--- config.mk ---
export PLATFORM = sky130hd
export DESIGN_NAME = decode_cycle
export DESIGN_NICKNAME = d
export VERILOG_FILES = /design/src/rtl/decode_cycle.sv
export SDC_FILE = /design/constraint.sdc
export NUM_CORES = 2
export LEC_CHECK = 0
export CORE_MARGIN = 1.5
export CORE_UTILIZATION = 35
export CTS_CLUSTER_DIAMETER = 60
export CTS_CLUSTER_SIZE = 40
export DETAILED_ROUTE_END_ITERATION = 8
export DONT_BUFFER_PORTS = 1
export MAX_ROUTING_LAYER = met4
export SYNTH_ARGS = -nofsm -noshare
export SYNTH_HDL_FRONTEND = slang
export SYNTH_SLANG_ARGS = --single-unit
--- constraint.sdc ---
create_clock -name clk -period 50.6 [get_ports clk]
set_input_delay 10.12 -clock clk [delete_from_list [all_inputs] [get_ports clk]]
set_output_delay 10.12 -clock clk [all_outputs]
set_load 0.005 [all_outputs]
--- src/rtl/decode_cycle.sv ---
// RISC-V decode stage: main/ALU decode, immediate generation, 32x32 register
// file with write-through, and the ID/EX pipeline register with flush.
module decode_cycle (
  input  logic        clk,
  input  logic        rst,
  input  logic [31:0] InstrD,
  input  logic [31:0] PCD,
  input  logic [31:0] PcPlus4D,
  input  logic        RegWriteW,
  input  logic [4:0]  RDW,
  input  logic [31:0] ResultW,
  input  logic        FlushE,
  output logic        RegWriteE,
  output logic        MemWriteE,
  output logic        JumpE,
  output logic        BranchE,
  output logic        ALUSrcE,
  output logic [1:0]  ResultSrcE,
  output logic [2:0]  ALUControlE,
  output logic [31:0] RD1E,
  output logic [31:0] RD2E,
  output logic [31:0] ImmExtE,
  output logic [4:0]  Rs1E,
  output logic [4:0]  Rs2E,
  output logic [4:0]  RdE,
  output logic [31:0] PCE,
  output logic [31:0] PcPlus4E
);

  typedef struct packed {
    logic        reg_write;
    logic        mem_write;
    logic        jump;
    logic        branch;
    logic        alu_src;
    logic [1:0]  result_src;
    logic [2:0]  alu_ctrl;
    logic [31:0] rd1;
    logic [31:0] rd2;
    logic [31:0] imm;
    logic [4:0]  rs1;
    logic [4:0]  rs2;
    logic [4:0]  rd;
    logic [31:0] pc;
    logic [31:0] pc4;
  } idex_t;

  localparam logic [1:0] IMM_I = 2'b00, IMM_S = 2'b01, IMM_B = 2'b10, IMM_J = 2'b11;

  logic [6:0]  op;
  logic [2:0]  funct3;
  logic [4:0]  rs1, rs2;
  logic [1:0]  imm_src, alu_op;
  logic [31:0] imm_ext;
  logic [31:0] rd1, rd2;
  logic [31:0] rf_q [1:31];
  idex_t       idex_d, idex_q;

  assign op     = InstrD[6:0];
  assign funct3 = InstrD[14:12];
  assign rs1    = InstrD[19:15];
  assign rs2    = InstrD[24:20];

  // Main decoder; unknown opcodes fall through as an all-zero bubble.
  always_comb begin
    idex_d            = '0;
    imm_src           = IMM_I;
    alu_op            = 2'b00;
    unique case (op)
      7'b0000011: begin
        idex_d.reg_write  = 1'b1;
        idex_d.alu_src    = 1'b1;
        idex_d.result_src = 2'b01;
      end
      7'b0100011: begin
        idex_d.mem_write = 1'b1;
        idex_d.alu_src   = 1'b1;
        imm_src          = IMM_S;
      end
      7'b0110011: begin
        idex_d.reg_write = 1'b1;
        alu_op           = 2'b10;
      end
      7'b1100011: begin
        idex_d.branch = 1'b1;
        imm_src       = IMM_B;
        alu_op        = 2'b01;
      end
      7'b0010011: begin
        idex_d.reg_write = 1'b1;
        idex_d.alu_src   = 1'b1;
        alu_op           = 2'b10;
      end
      7'b1101111: begin
        idex_d.reg_write  = 1'b1;
        idex_d.jump       = 1'b1;
        idex_d.result_src = 2'b10;
        imm_src           = IMM_J;
      end
      default: ;
    endcase

    unique case (alu_op)
      2'b01:   idex_d.alu_ctrl = 3'b001;
      2'b10: begin
        unique case (funct3)
          3'b000:  idex_d.alu_ctrl = (op[5] && InstrD[30]) ? 3'b001 : 3'b000;
          3'b010:  idex_d.alu_ctrl = 3'b101;
          3'b110:  idex_d.alu_ctrl = 3'b011;
          3'b111:  idex_d.alu_ctrl = 3'b010;
          default: idex_d.alu_ctrl = 3'b000;
        endcase
      end
      default: idex_d.alu_ctrl = 3'b000;
    endcase

    idex_d.rd1 = rd1;
    idex_d.rd2 = rd2;
    idex_d.imm = imm_ext;
    idex_d.rs1 = rs1;
    idex_d.rs2 = rs2;
    idex_d.rd  = InstrD[11:7];
    idex_d.pc  = PCD;
    idex_d.pc4 = PcPlus4D;
  end

  always_comb begin
    unique case (imm_src)
      IMM_I:   imm_ext = {{20{InstrD[31]}}, InstrD[31:20]};
      IMM_S:   imm_ext = {{20{InstrD[31]}}, InstrD[31:25], InstrD[11:7]};
      IMM_B:   imm_ext = {{20{InstrD[31]}}, InstrD[7], InstrD[30:25], InstrD[11:8], 1'b0};
      default: imm_ext = {{12{InstrD[31]}}, InstrD[19:12], InstrD[20], InstrD[30:21], 1'b0};
    endcase
  end

  // Write-through lets the W-stage result reach ID/EX on the same edge it is written.
  always_comb begin
    rd1 = '0;
    rd2 = '0;
    if (rs1 != 5'd0) rd1 = (RegWriteW && RDW == rs1) ? ResultW : rf_q[rs1];
    if (rs2 != 5'd0) rd2 = (RegWriteW && RDW == rs2) ? ResultW : rf_q[rs2];
  end

  always_ff @(posedge clk or posedge rst) begin
    if (rst) begin
      for (int i = 1; i < 32; i++) rf_q[i] <= '0;
    end else if (RegWriteW && RDW != 5'd0) begin
      rf_q[RDW] <= ResultW;
    end
  end

  always_ff @(posedge clk or posedge rst) begin
    if (rst)         idex_q <= '0;
    else if (FlushE) idex_q <= '0;
    else             idex_q <= idex_d;
  end

  assign RegWriteE   = idex_q.reg_write;
  assign MemWriteE   = idex_q.mem_write;
  assign JumpE       = idex_q.jump;
  assign BranchE     = idex_q.branch;
  assign ALUSrcE     = idex_q.alu_src;
  assign ResultSrcE  = idex_q.result_src;
  assign ALUControlE = idex_q.alu_ctrl;
  assign RD1E        = idex_q.rd1;
  assign RD2E        = idex_q.rd2;
  assign ImmExtE     = idex_q.imm;
  assign Rs1E        = idex_q.rs1;
  assign Rs2E        = idex_q.rs2;
  assign RdE         = idex_q.rd;
  assign PCE         = idex_q.pc;
  assign PcPlus4E    = idex_q.pc4;

endmodule

==> out/qor.yml <==
outcome:
  status: "finished, violations left"
  violations: "slew limit"
cells_and_area:
  drive_gt1_share_pct: 45.1
  num-nets-final: 4080
  fillerInstances: 15700
  stdcell_area_um2: 64800
  syn_to_final_growth_pct: 8.54
global_routing:
  grt-ovfl-total: 0
  track_usage_pct: 24.5
  antenna_found_initial: 3
  grt_pass1_wl_mm: 298
  grt_max_degree: 311
  grt_pass1_vias: 38800
synth:
  yosys_warnings: 0
  ys_async_sr_fraction_pct: 100
  synth_fa_ha_area_share_pct: 0.0419
  synth.mux.area_fraction_pct: 37.3
  yosysTopAreaCell: "dfrtp_1"
  synth_nets: 4332
  synth_edf_count: 0
  postSynthCellCount: 4193
  synthDominantCellAreaShare_pct: 48.8
  synth.avg_cell_area_um2: 14.2
  synthSimpleGateAreaFrac_pct: 4.13
  synth_xor_area_share_pct: 0.147
  ys_ff_latch: 1165
  ys_types: 67
  yosys-top-cells-count: "dfrtp_1, mux2_2, mux4_2"
  synth_area_leaders: "dfrtp_1, mux2_2, mux4_2"
  synth-compound-area-share_pct: 5.76
  synth_flop_cell: "dfrtp_1"
  synth_most_common_cell: "dfrtp_1"
  syn_area_um2: 59700
  seq_area_frac_synth_pct: 48.8
  synth_top_family_by_area: "multiplexers"
timing:
  worst_slew_pin_slew_ns: 1.51
  fin_skew_ns: 0.0498
  slew_headroom_pct: -0.514
  holdWs_ns: 0.520
  setup_violations: 0
  finalHoldViolations: 0
  drv_slew: 12
  rsz0062_at_grt: "false"
  post-route-min-period_ns: 13.62
  fin_crit_sh_pct: 26.9
  fmax_mhz: 73.4
  finalSetupTns_ns: 0
clocking:
  cts_hold_buf: 0
  cts_max_level: 3
  cts.path.max_buffers: 3
  cts_root_buffer: "clkbuf_16"
  cts_buffers: 103
  ctsResizeCount: 0
  clock_latency_ns: 0.77
  postCtsSetupRepairBufs: 0
  clock_sinks: 1165
  cts_tree: "yes"
  clk_pin_slew_worst_paths_ns: 0.07
route:
  routed_wl_mm: 209
  vias_per_cell: 6.21
  vias: 38800
  firstDrtPassIters: 6
  routedWlPerCell_um: 33.5
  drc: 0
  ant_nets: 0
  drt_iter0_markers: 3530
floorplan:
  core_um2: 169000
  dieArea_um2: 173000
  die_h_um: 416
  rows: 151
  fp.dieW_um: 416
  ios: 322
  initial_core_util_pct: 35.2
setup_path:
  timing.rr.end: "RD2E[22]$_DFF_PP0_"
  worst_ep_required_time_ns: 51.37
  cp-start-kind: "primary input"
  critPathCaptureType: "asynchronous set/reset pin"
  worstPathMaxFanout: 106
  timing.rr.start: "rf_q[182]$_DFFE_PP0P_"
  path_class: "primary input to asynchronous set/reset pin"
  arrival_ns: 14.38
  r2r_cells: 5
  reg2reg_setup_slack_ns: 48.31
placed_design:
  gp_congestion: 0.846
  place_area_um2: 61000
  hpwl_mm: 117
  portBuffers: 0
flow_run:
  cap_violations: 0
worst_hold_path:
  min_from: "rf_q[863]$_DFFE_PP0P_"
  hp-class: "register to register"
  whs_path_depth: 1
  hold_end: "rf_q[863]$_DFFE_PP0P_"
pwr:
  ir_drop_mv: 0.0277
  leakage_nw: 27.4
  power_mw: 2.54
  power_density_nw_per_um2: 39.2
-- layer usage --
metal  global-route usage, %  vias to the layer above  routed length (um)
met3                    4.45                      510               15700
li1                        -                    15400                   -
met1                    29.8                    21000               81000
met2                    39.1                     1884              101000
met4                    12.1                        0               11900
met5                       -                        -                   0
-- cells by family after synthesis --
family                     Yosys count
xor gates and xnor gates            10
and+or+nand+nor                    479
AOI/OAI and AO/OA                  490
buffers and inverters              443
muxes                             1604
adders and majority gates            2
DFF                               1165
-- report_power, final --
part,switching (mW),internal (mW),leakage [nW]
clock,0.445,0.441,1.81
sequential,0.123,1.10,15.0
combinational,0.161,0.276,10.6
total,0.730,1.81,27.4
-- worst max path at each step --
stage               startpoint                       end  slack [ns]  depth (start not counted)
finish                     rst     rf_q[337]$_DFFE_PP0P_       36.98                          5
global route               rst      rf_q[49]$_DFFE_PP0P_       36.27                          5
CTS                        rst     rf_q[177]$_DFFE_PP0P_       36.83                          5
detailed placement         rst     rf_q[177]$_DFFE_PP0P_       36.00                          5
global placement           rst     rf_q[145]$_DFFE_PP0P_       36.05                          5
floorplan                  rst  ALUControlE[0]$_DFF_PP0_        7.67                          1
-- cell usage in the layout (no fill, tap or decap), drive strengths merged, types with 33 or more instances in the layout --
master / instances
buf: 77
o22ai: 53
nand2: 136
mux2: 1125
nor2: 74
a22oi: 45
inv: 45
a31oi: 46
o21ai: 63
mux2i: 100
a221oi: 48
dfrtp: 1165
nor3: 33
a21oi: 76
mux4: 379
clkbuf: 113
nor2b: 121
-- layout make-up --
cell class                      count  area (um^2)  area share (%)
Clock inverter                     79         1100            1.70
Tap cell                         2218         2780            4.28
Sequential cell                  1165        29200            45.0
Multi-Input combinational cell   2585        28500            43.9
Timing Repair Buffer               77          578           0.892
Clock buffer                      113         2690            4.14
Inverter                            9         42.5          0.0656
Antenna cell                        1         2.50         0.00386
-- stage by stage --
| step | std cells | worst slack, ns | util [%] |
|---|---|---|---|
| 2_1_floorplan | 4193 | 7.67 | - |
| 3_3_place_gp | 6054 | 36.05 | 36.0 |
| 3_5_place_dp | 6054 | 36.00 | 36.0 |
| 4_1_cts | 6246 | 36.83 | 38.2 |
| 5_1_grt | 6247 | 36.27 | 38.2 |
| 6_report | 6247 | 36.98 | 38.2 |
-- critical path: stages --
cell and delay, ns:
inv_8 0.47, buf_4 0.87, buf_4 0.88, buf_4 0.94
buf_4 0.85
-- sequential cells by signal, indices dropped and copies added (netlist names) --
signal,count
PcPlus4E,32
ResultSrcE,1
rf_q,992
RD2E,32
Rs1E,5
ALUSrcE,1
RdE,5
RegWriteE,1
PCE,32
MemWriteE,1
Rs2E,5
ImmExtE,21
ALUControlE,3
RD1E,32
BranchE,1
JumpE,1
Power figures use the tool's default switching activity.
